[src/rtl/alu_ctrl_pkg.sv]
// Purpose: shared constants for the ALU input sequencer: button indices, loaded-mask width, ALU opcodes.
// Latency: none (constants only).
// Backpressure: none. Optional feature macro CTRL_DEBOUNCE_EN is consumed by button_conditioner.
package alu_ctrl_pkg;

  // Button positions inside i_pulsadores
  localparam int BTN_OP1 = 0;
  localparam int BTN_OP2 = 1;
  localparam int BTN_OPC = 2;
  localparam int BTN_CLR = 3;

  // Width of the {opcode, op_2, op_1} loaded mask
  localparam int LOADED_W = 3;

  // Opcodes understood by the alu core
  localparam logic [5:0] OP_ADD = 6'h20;
  localparam logic [5:0] OP_SUB = 6'h22;
  localparam logic [5:0] OP_AND = 6'h24;
  localparam logic [5:0] OP_OR  = 6'h25;
  localparam logic [5:0] OP_XOR = 6'h26;
  localparam logic [5:0] OP_NOR = 6'h27;
  localparam logic [5:0] OP_SRL = 6'h02;
  localparam logic [5:0] OP_SRA = 6'h03;

endpackage

[src/rtl/alu.sv]
// Purpose: combinational signed ALU core; unknown opcodes produce zero.
// Latency: 0 cycles (pure combinational).
// Backpressure: none.
module alu
  import alu_ctrl_pkg::*;
#(
  parameter int NB_DATA   = 8,
  parameter int NB_OPCODE = 6
) (
  input  logic signed [NB_DATA-1:0]   i_a,
  input  logic signed [NB_DATA-1:0]   i_b,
  input  logic        [NB_OPCODE-1:0] i_op,
  output logic signed [NB_DATA-1:0]   o_res
);

  // Operation select; shift amounts treat i_b as unsigned
  always_comb begin
    o_res = '0;
    case (i_op)
      NB_OPCODE'(OP_ADD): o_res = i_a + i_b;
      NB_OPCODE'(OP_SUB): o_res = i_a - i_b;
      NB_OPCODE'(OP_AND): o_res = i_a & i_b;
      NB_OPCODE'(OP_OR):  o_res = i_a | i_b;
      NB_OPCODE'(OP_XOR): o_res = i_a ^ i_b;
      NB_OPCODE'(OP_NOR): o_res = ~(i_a | i_b);
      NB_OPCODE'(OP_SRL): o_res = $signed($unsigned(i_a) >> $unsigned(i_b));
      NB_OPCODE'(OP_SRA): o_res = i_a >>> $unsigned(i_b);
      default:            o_res = '0;
    endcase
  end

endmodule

[src/rtl/button_conditioner.sv]
// Purpose: one pushbutton -> 2-FF synchroniser -> stable level (debounced when CTRL_DEBOUNCE_EN) -> rising-edge pulse.
// Latency: pulse visible 2 edges after the pin is sampled high, plus DEBOUNCE_CYCLES when CTRL_DEBOUNCE_EN is defined.
// Backpressure: none; a held button yields exactly one pulse.
module button_conditioner #(
  parameter int DEBOUNCE_CYCLES = 100000
) (
  input  logic i_clock,
  input  logic i_reset,
  input  logic i_pin,
  output logic o_pulse
);

  logic r_sync1;
  logic r_sync2;
  logic r_prev;
  logic w_stable;

  // A debounce window shorter than two samples cannot reject anything
  if (DEBOUNCE_CYCLES < 2) begin : g_illegal_debounce_cycles
  end

  // Synchroniser flops and previous stable level for edge detection
  always_ff @(posedge i_clock) begin
    if (i_reset) begin
      r_sync1 <= 1'b0;
      r_sync2 <= 1'b0;
      r_prev  <= 1'b0;
    end else begin
      r_sync1 <= i_pin;
      r_sync2 <= r_sync1;
      r_prev  <= w_stable;
    end
  end

`ifdef CTRL_DEBOUNCE_EN
  localparam int CNT_W = $clog2(DEBOUNCE_CYCLES);

  logic [CNT_W-1:0] r_cnt;
  logic             r_stable;

  // Stable level flips only after DEBOUNCE_CYCLES consecutive differing samples
  always_ff @(posedge i_clock) begin
    if (i_reset) begin
      r_cnt    <= '0;
      r_stable <= 1'b0;
    end else if (r_sync2 == r_stable) begin
      r_cnt <= '0;
    end else if (r_cnt == CNT_W'(DEBOUNCE_CYCLES - 1)) begin
      r_stable <= r_sync2;
      r_cnt    <= '0;
    end else begin
      r_cnt <= r_cnt + CNT_W'(1);
    end
  end

  assign w_stable = r_stable;
`else
  assign w_stable = r_sync2;
`endif

  assign o_pulse = w_stable & ~r_prev;

endmodule

[src/rtl/alu_input_sequencer.sv]
// Purpose: loads ALU operands/opcode from switches on single button pulses, rejects multi-presses, registers the ALU result. Macro: CTRL_DEBOUNCE_EN.
// Latency: pin -> register load 3 edges, -> o_result/o_valid 4 edges (add DEBOUNCE_CYCLES with CTRL_DEBOUNCE_EN).
// Backpressure: none; simultaneous presses are dropped and flagged on the sticky o_error.
module alu_input_sequencer
  import alu_ctrl_pkg::*;
#(
  parameter int NB_DATA         = 8,
  parameter int NB_OPCODE       = 6,
  parameter int N_PULSADORES    = 4,
  parameter int DEBOUNCE_CYCLES = 100000
) (
  input  logic                       i_clock,
  input  logic                       i_reset,
  input  logic signed [NB_DATA-1:0]  i_switches,
  input  logic [N_PULSADORES-1:0]    i_pulsadores,
  output logic signed [NB_DATA-1:0]  o_result,
  output logic                       o_valid,
  output logic [LOADED_W-1:0]        o_loaded,
  output logic                       o_error
);

  // Opcode must fit in the switch bank; only 3 or 4 buttons exist on the board
  if ((NB_OPCODE > NB_DATA) || (N_PULSADORES < 3) || (N_PULSADORES > 4)) begin : g_illegal_params
  end

  logic [N_PULSADORES-1:0]   w_pulse;
  logic [3:0]                w_pls;
  logic                      w_any;
  logic                      w_single;
  logic                      w_multi;
  logic signed [NB_DATA-1:0] w_alu;

  logic signed [NB_DATA-1:0] r_op1;
  logic signed [NB_DATA-1:0] r_op2;
  logic [NB_OPCODE-1:0]      r_opc;
  logic [LOADED_W-1:0]       r_loaded;
  logic                      r_error;
  logic                      r_load_d;
  logic signed [NB_DATA-1:0] r_result;
  logic                      r_valid;

  for (genvar k = 0; k < N_PULSADORES; k++) begin : g_btn
    button_conditioner #(
      .DEBOUNCE_CYCLES (DEBOUNCE_CYCLES)
    ) u_cond (
      .i_clock (i_clock),
      .i_reset (i_reset),
      .i_pin   (i_pulsadores[k]),
      .o_pulse (w_pulse[k])
    );
  end

  // Pad the pulse vector to four bits so a 3-button build never sees a clear
  always_comb begin
    w_pls = '0;
    w_pls[N_PULSADORES-1:0] = w_pulse;
  end

  assign w_any    = |w_pls;
  assign w_single = w_any && ((w_pls & (w_pls - 4'd1)) == 4'd0);
  assign w_multi  = w_any && !w_single;

  alu #(
    .NB_DATA   (NB_DATA),
    .NB_OPCODE (NB_OPCODE)
  ) u_alu (
    .i_a   (r_op1),
    .i_b   (r_op2),
    .i_op  (r_opc),
    .o_res (w_alu)
  );

  // Load decode, soft clear, sticky error and registered result stage
  always_ff @(posedge i_clock) begin
    if (i_reset || (w_single && w_pls[BTN_CLR])) begin
      r_op1    <= '0;
      r_op2    <= '0;
      r_opc    <= '0;
      r_loaded <= '0;
      r_error  <= 1'b0;
      r_load_d <= 1'b0;
      r_result <= '0;
      r_valid  <= 1'b0;
    end else begin
      r_valid  <= &r_loaded;
      r_load_d <= 1'b0;
      if (r_load_d) begin
        r_result <= w_alu;
      end
      if (w_multi) begin
        r_error <= 1'b1;
      end else if (w_single) begin
        r_error  <= 1'b0;
        r_load_d <= 1'b1;
        if (w_pls[BTN_OP1]) begin
          r_op1              <= i_switches;
          r_loaded[BTN_OP1]  <= 1'b1;
        end
        if (w_pls[BTN_OP2]) begin
          r_op2              <= i_switches;
          r_loaded[BTN_OP2]  <= 1'b1;
        end
        if (w_pls[BTN_OPC]) begin
          r_opc              <= i_switches[NB_OPCODE-1:0];
          r_loaded[BTN_OPC]  <= 1'b1;
        end
      end
    end
  end

  assign o_result = r_result;
  assign o_valid  = r_valid;
  assign o_loaded = r_loaded;
  assign o_error  = r_error;

endmodule

[config.mk]
export PLATFORM = sky130hd
export DESIGN_NAME = alu_input_sequencer
export DESIGN_NICKNAME = d
export VERILOG_FILES = /design/src/rtl/alu_ctrl_pkg.sv /design/src/rtl/alu.sv /design/src/rtl/button_conditioner.sv /design/src/rtl/alu_input_sequencer.sv
export SDC_FILE = /design/constraint.sdc
export NUM_CORES = 1
export LEC_CHECK = 0
export CAP_MARGIN = 20
export CORE_MARGIN = 2
export CORE_UTILIZATION = 25
export DETAILED_ROUTE_END_ITERATION = 10
export DONT_BUFFER_PORTS = 1
export SLEW_MARGIN = 20
export SYNTH_ARGS = -nofsm -noshare
export SYNTH_HDL_FRONTEND = slang
export SYNTH_SLANG_ARGS = --single-unit
export TNS_END_PERCENT = 100
[constraint.sdc]
create_clock -name i_clock -period 3.25 [get_ports i_clock]
set_clock_uncertainty 0.15 [all_clocks]
set_input_delay 0.8125 -clock i_clock [delete_from_list [all_inputs] [get_ports i_clock]]
set_output_delay 0.8125 -clock i_clock [all_outputs]
set_load 0.1 [all_outputs]
* Word level (Yosys, flattened, before mapping)
Index checks and enable logic that the tools add are counted.
Storage, ports and cells: flip-flop bits (word level) 48, bits of input ports 14, output and inout port bits 13, word-level logic and storage cells 66
Operators by class: $add $sub $neg 3, eq/ne operators 8, shift-type cells 2, multiplexer cells 4, bitwise gates (word level) 14, reduce and logical (&&, ||, !) cells 13
Operator list (count):
- case mux 8 bit (8 select lines) | 1
- == test 6 bit (second input constant) | 6
- == test 6 x 2 -> 1 bit (second input constant) | 2
- AND reduction 3 bit | 4
- adder 8 bit | 1
- AND 8 bit | 1
- NOT 8 bit | 1
- bitwise OR 8 bit | 1
- right shift 8 x 8 -> 8 bit | 1
- >>> shifter 8 x 8 -> 8 bit | 1
- subtractor 8 bit | 1
- XOR 8 bit | 1
- NOT 1 bit | 5
- AND 1 bit | 4
- AND 4 bit | 1
- zero test 4 bit | 1
- OR reduction 4 bit | 1
- subtractor 4 x 1 -> 4 bit (second input constant) | 1
- logical AND 1 bit | 3
- two-way mux 1 bit | 3
- nonzero test 2 bit | 1
- OR reduction 2 bit | 1
- zero test 1 bit | 1
- logical OR 1 bit | 1

* Longest topological paths before layout
word-level depth 10, gate-level depth with buffers 14, depth with buffers taken out 12

* Cells and area by module
Synthesis repeated with hierarchy kept, for this count alone.
Unflattened totals: cells, all modules 406, area total of the unflattened synthesis 3388.2 um^2
By module, submodules not included:
- alu | times used 1, cells each 231, area each 1675.4 um^2, seq. area each 0.0 um^2
- alu_input_sequencer | times used 1, cells each 147, area each 1362.6 um^2, seq. area each 720.7 um^2
- button_conditioner | times used 4, cells each 7, area each 87.6 um^2, seq. area each 60.1 um^2

* Worst setup path before layout
OpenSTA, ideal clock, no wires.
kind reg-to-reg, start reg r_op2[1], end reg r_result[6] (netlist: o_result[6]), setup time 0.070 ns, arrival time 2.372 ns, required time 3.030 ns, path slack 0.658 ns, cell stages (with the launch flop) 14, path buffers 2, clock period less this slack 2.592 ns, cell sequence dfxtp_1 -> buf_2 -> buf_2 -> inv_1 -> ha_1 -> nand2_1 -> o21ai_0 -> fa_1 -> nand2b_1 -> a21oi_1 -> o21a_1 -> nor3_1 -> nand3b_1 -> a21oi_1
On the way: longest elaborated chain between the ends 2, elaborated cells between the ends (all ways) 5, those cells by class 2 x add/sub; 2 x shift; 1 x mux
Ends and longest elaborated chain:
- from (decl) | RTL line alu_input_sequencer.sv:34 | logic signed [NB_DATA-1:0] r_op2;
- from (signal assigned) | RTL line alu_input_sequencer.sv:100 | r_op2 <= i_switches;
- subtractor 8 bit (tied with other cells) | RTL line alu.sv:21 | NB_OPCODE'(OP_SUB): o_res = i_a - i_b;
- case mux 8 bit (8 select lines) * | RTL line alu.sv:19 | case (i_op)
- to (signal assigned) | RTL line alu_input_sequencer.sv:88 | r_result <= w_alu;
- to (decl) | RTL line alu_input_sequencer.sv:39 | logic signed [NB_DATA-1:0] r_result;
Every way passes the cells marked *; elsewhere a longest branch is shown, timed or not. A chain may end at the register's enable or synchronous reset.

* Final worst setup path
start reg r_opc[5], end reg r_result[5] (netlist: o_result[5])
On the way: longest elaborated chain between the ends 2, elaborated cells between the ends (all ways) 9, those cells by class 8 x eq/ne; 1 x mux
Ends and longest elaborated chain:
- from (decl) | RTL line alu_input_sequencer.sv:35 | logic [NB_OPCODE-1:0] r_opc;
- from (signal assigned) | RTL line alu_input_sequencer.sv:104 | r_opc <= i_switches[NB_OPCODE-1:0];
- == test 6 x 2 -> 1 bit or == test 6 bit (tied branches) | RTL line alu.sv:19
- case mux 8 bit (8 select lines) * | RTL line alu.sv:19
Marked as above.

==> results_dict.tcl <==
set metrics [dict create \
    status "complete, no violations" \
    dieHeight_um 118.6 \
    peakVddDrop_uv 264.1 \
    worstSkewPairLatency_ps 300 \
    final.min_clock_period_ps 2741 \
    clk_pin_slew_ps 80 \
    port_buffers 0 \
    crit_arrival_ps 2790 \
    ant_nets 0 \
    path_class "reg -> reg" \
    synth.distinct_cells 52 \
    row_count 41 \
    start_util_pct 25.81 \
    dpl_cell_area_mm2 0.003498 \
    seq_area_frac_synth_pct 29.27 \
    antenna_found_initial 0 \
    drt-initial-drc-count 217 \
    dr.pass1.iters 5 \
    routedWlPerCell_um 16.08 \
    grt_max_degree 24 \
    slew_headroom_pct 31.55 \
    wl_mm 9.215 \
    yosys_warnings 0 \
    grt_pass1_vias 2771 \
    grt_pass1_wl_mm 14.84 \
    grt_usage_pct 13.13 \
    die_width_um 118.6 \
    area_growth_pct 12.46 \
    dieArea_mm2 0.01406 \
    gr-total-overflow 0 \
    multi_input_area_mm2 0.002165 \
    seq_area_um2 960.9 \
    clock-sinks 48 \
    syn_avg_cell_area_um2 8.147 \
    ctsResizeCount 0 \
    power.density_mw_per_mm2 427.6 \
    fillers 1399 \
    hp-class "reg -> reg" \
    critPathMaxFanout 6 \
    synthesis.nets 442 \
    cp-start-kind "flop" \
    place_congestion 0.9410 \
    dp_hpwl_mm 7.011 \
    end_kind "flop" \
    post-cts-setup-buffers 0 \
    final_area_mm2 0.003692 \
    synth_ff_type "dfxtp_1" \
    setup_viol 0 \
    grt_setup_unrepaired "false" \
    final_max_slew_viol_count 0 \
    p_leak_uw 0.001329 \
    via_per_inst 4.993 \
    fmax_ghz 0.3649 \
    cts_root_buf "clkbuf_16" \
    ios 27 \
    synthCells 403 \
    hold-worst-slack_ps 288.3 \
    clockBufferDepth 2 \
    syn_area_mm2 0.003283 \
    postSynth.asyncResetShare_pct 0 \
    hold_buffers 0 \
    cp.required_ps 3300 \
    diodes 0 \
    hold_viol_final 0 \
    cts_tree "done" \
    setup_tns_ps 0 \
    layout-drive-gt1-share_pct 7.232 \
    ys_ff_latch 48 \
    drc 0 \
    cts_buffers 5 \
    min_period_over_period_pct 84.33 \
    tightest_slew_ps 1027 \
    num-nets-final 439 \
    core-area_mm2 0.01272 \
    synth-edff-count 0 \
    vias 2861 \
    maxCapViolCount 0 \
    cts_max_level 2 \
]
-- layout by cell type (no fill, tap or decap), types with 5 or more instances in the layout --
master | Yosys | routed
dfxtp_1 | 48 | 48
nor2_1 | 43 | 43
a21oi_1 | 34 | 34
nand2_1 | 30 | 30
nor2b_1 | 26 | 26
mux2i_1 | 24 | 24
ha_1 | 24 | 24
inv_1 | 19 | 19
o21ai_0 | 16 | 16
xnor2_1 | 15 | 15
buf_4 | 0 | 11
a211oi_1 | 9 | 9
a31oi_1 | 8 | 8
nor3_1 | 8 | 8
nand2b_1 | 7 | 7
nand3_1 | 6 | 6
xor2_1 | 6 | 6
clkbuf_16 | 0 | 5
-- final cells by class --
cell class	count	share of cell area (%)
multi-input cells	314	58.62
flip-flops and latches	48	26.03
well taps	172	5.829
clock buffers	5	3.389
repair buffers	11	2.237
inverters	20	2.033
clock inverters	3	1.864
-- flip-flops by register name (all words and copies together) (netlist names) --
| register | count |
|---|---|
| r_op2 | 8 |
| g_btn.u_cond.r_sync2 | 4 |
| o_result | 8 |
| o_loaded | 3 |
| g_btn.u_cond.r_prev | 4 |
| g_btn.u_cond.r_sync1 | 4 |
| o_error | 1 |
| r_op1 | 8 |
| r_opc | 6 |
| r_load_d | 1 |
| o_valid | 1 |
-- worst paths after layout --
check / startpoint / endpoint / slack (ps) / cells after the start
hold / removal: g_btn[2].u_cond.r_sync1$_SDFF_PP0_ / g_btn[2].u_cond.r_sync2$_SDFF_PP0_ / 290 / 1
setup reg to reg: r_opc[5]$_SDFFE_PP0P_ / o_result[5]$_SDFFE_PP0P_ / 510 / 11
hold reg to reg: g_btn[2].u_cond.r_sync1$_SDFF_PP0_ / g_btn[2].u_cond.r_sync2$_SDFF_PP0_ / 290 / 1
setup / recovery: r_opc[5]$_SDFFE_PP0P_ / o_result[5]$_SDFFE_PP0P_ / 510 / 11
-- worst max-delay path, stage by stage, from the launching register on --
cell	delay [ps]
dfxtp_1	360
nor3b_2	330
and3_1	350
a21o_1	130
xnor2_1	120
ha_1	310
and2_1	180
o21ai_0	230
nand3b_1	130
xor2_1	160
a21oi_1	150
nor2_1	60
-- cells by family (layout without fill, tap and decap cells) --
| logic type | count (synthesis) | in the layout | synth area share, % |
|---|---|---|---|
| buffers and inverters | 41 | 39 | 4.992 |
| AOI/OAI and AO/OA | 95 | 95 | 18.10 |
| adders and majority gates | 25 | 25 | 9.756 |
| DFF | 48 | 48 | 29.27 |
| muxes | 28 | 28 | 9.375 |
| and+or+nand+nor | 145 | 145 | 22.90 |
| xor gates and xnor gates | 21 | 21 | 5.602 |
-- cells in the mapped netlist (all sizes together) (7+ instances only) --
master | n | area [um^2]
dfxtp | 48 | 960.9
nand2 | 30 | 112.6
a31oi | 8 | 50.05
nor2 | 43 | 161.4
o21ai | 17 | 85.08
ha | 24 | 300.3
clkbuf | 9 | 33.78
buf | 12 | 55.05
a211oi | 9 | 67.56
xnor2 | 15 | 131.4
nor2b | 26 | 162.7
nand2b | 7 | 43.79
mux2i | 24 | 240.2
inv | 19 | 71.32
a21oi | 34 | 170.2
nor3 | 9 | 56.31
-- where the power goes --
part	internal, uW	switching [uW]	leakage, uW
Clock	444	244	0.0000944
Combinational	103	130	0.000844
Sequential	606	51.7	0.000390
-- per-layer routing --
metal / share of wire (%) / global-route usage [%]
met1: 48 / 18.27
met3: 7.8 / 3.764
met5: 0 / 0
met2: 42 / 19.76
met4: 1.8 / 3.497
-- stage by stage --
stage	setup slack (ps)	utilization [%]	total power, uW	std cells
after floorplan	658.1	-	848.6	403
after global placement	628.9	27.50	896.7	565
after detailed placement	545.5	27.50	899.9	565
after CTS	539.7	29.02	1593	573
after global routing	245.0	29.02	1645	573
final	509.2	29.02	1579	573
No activity file was read; power rests on OpenSTA's default activity.
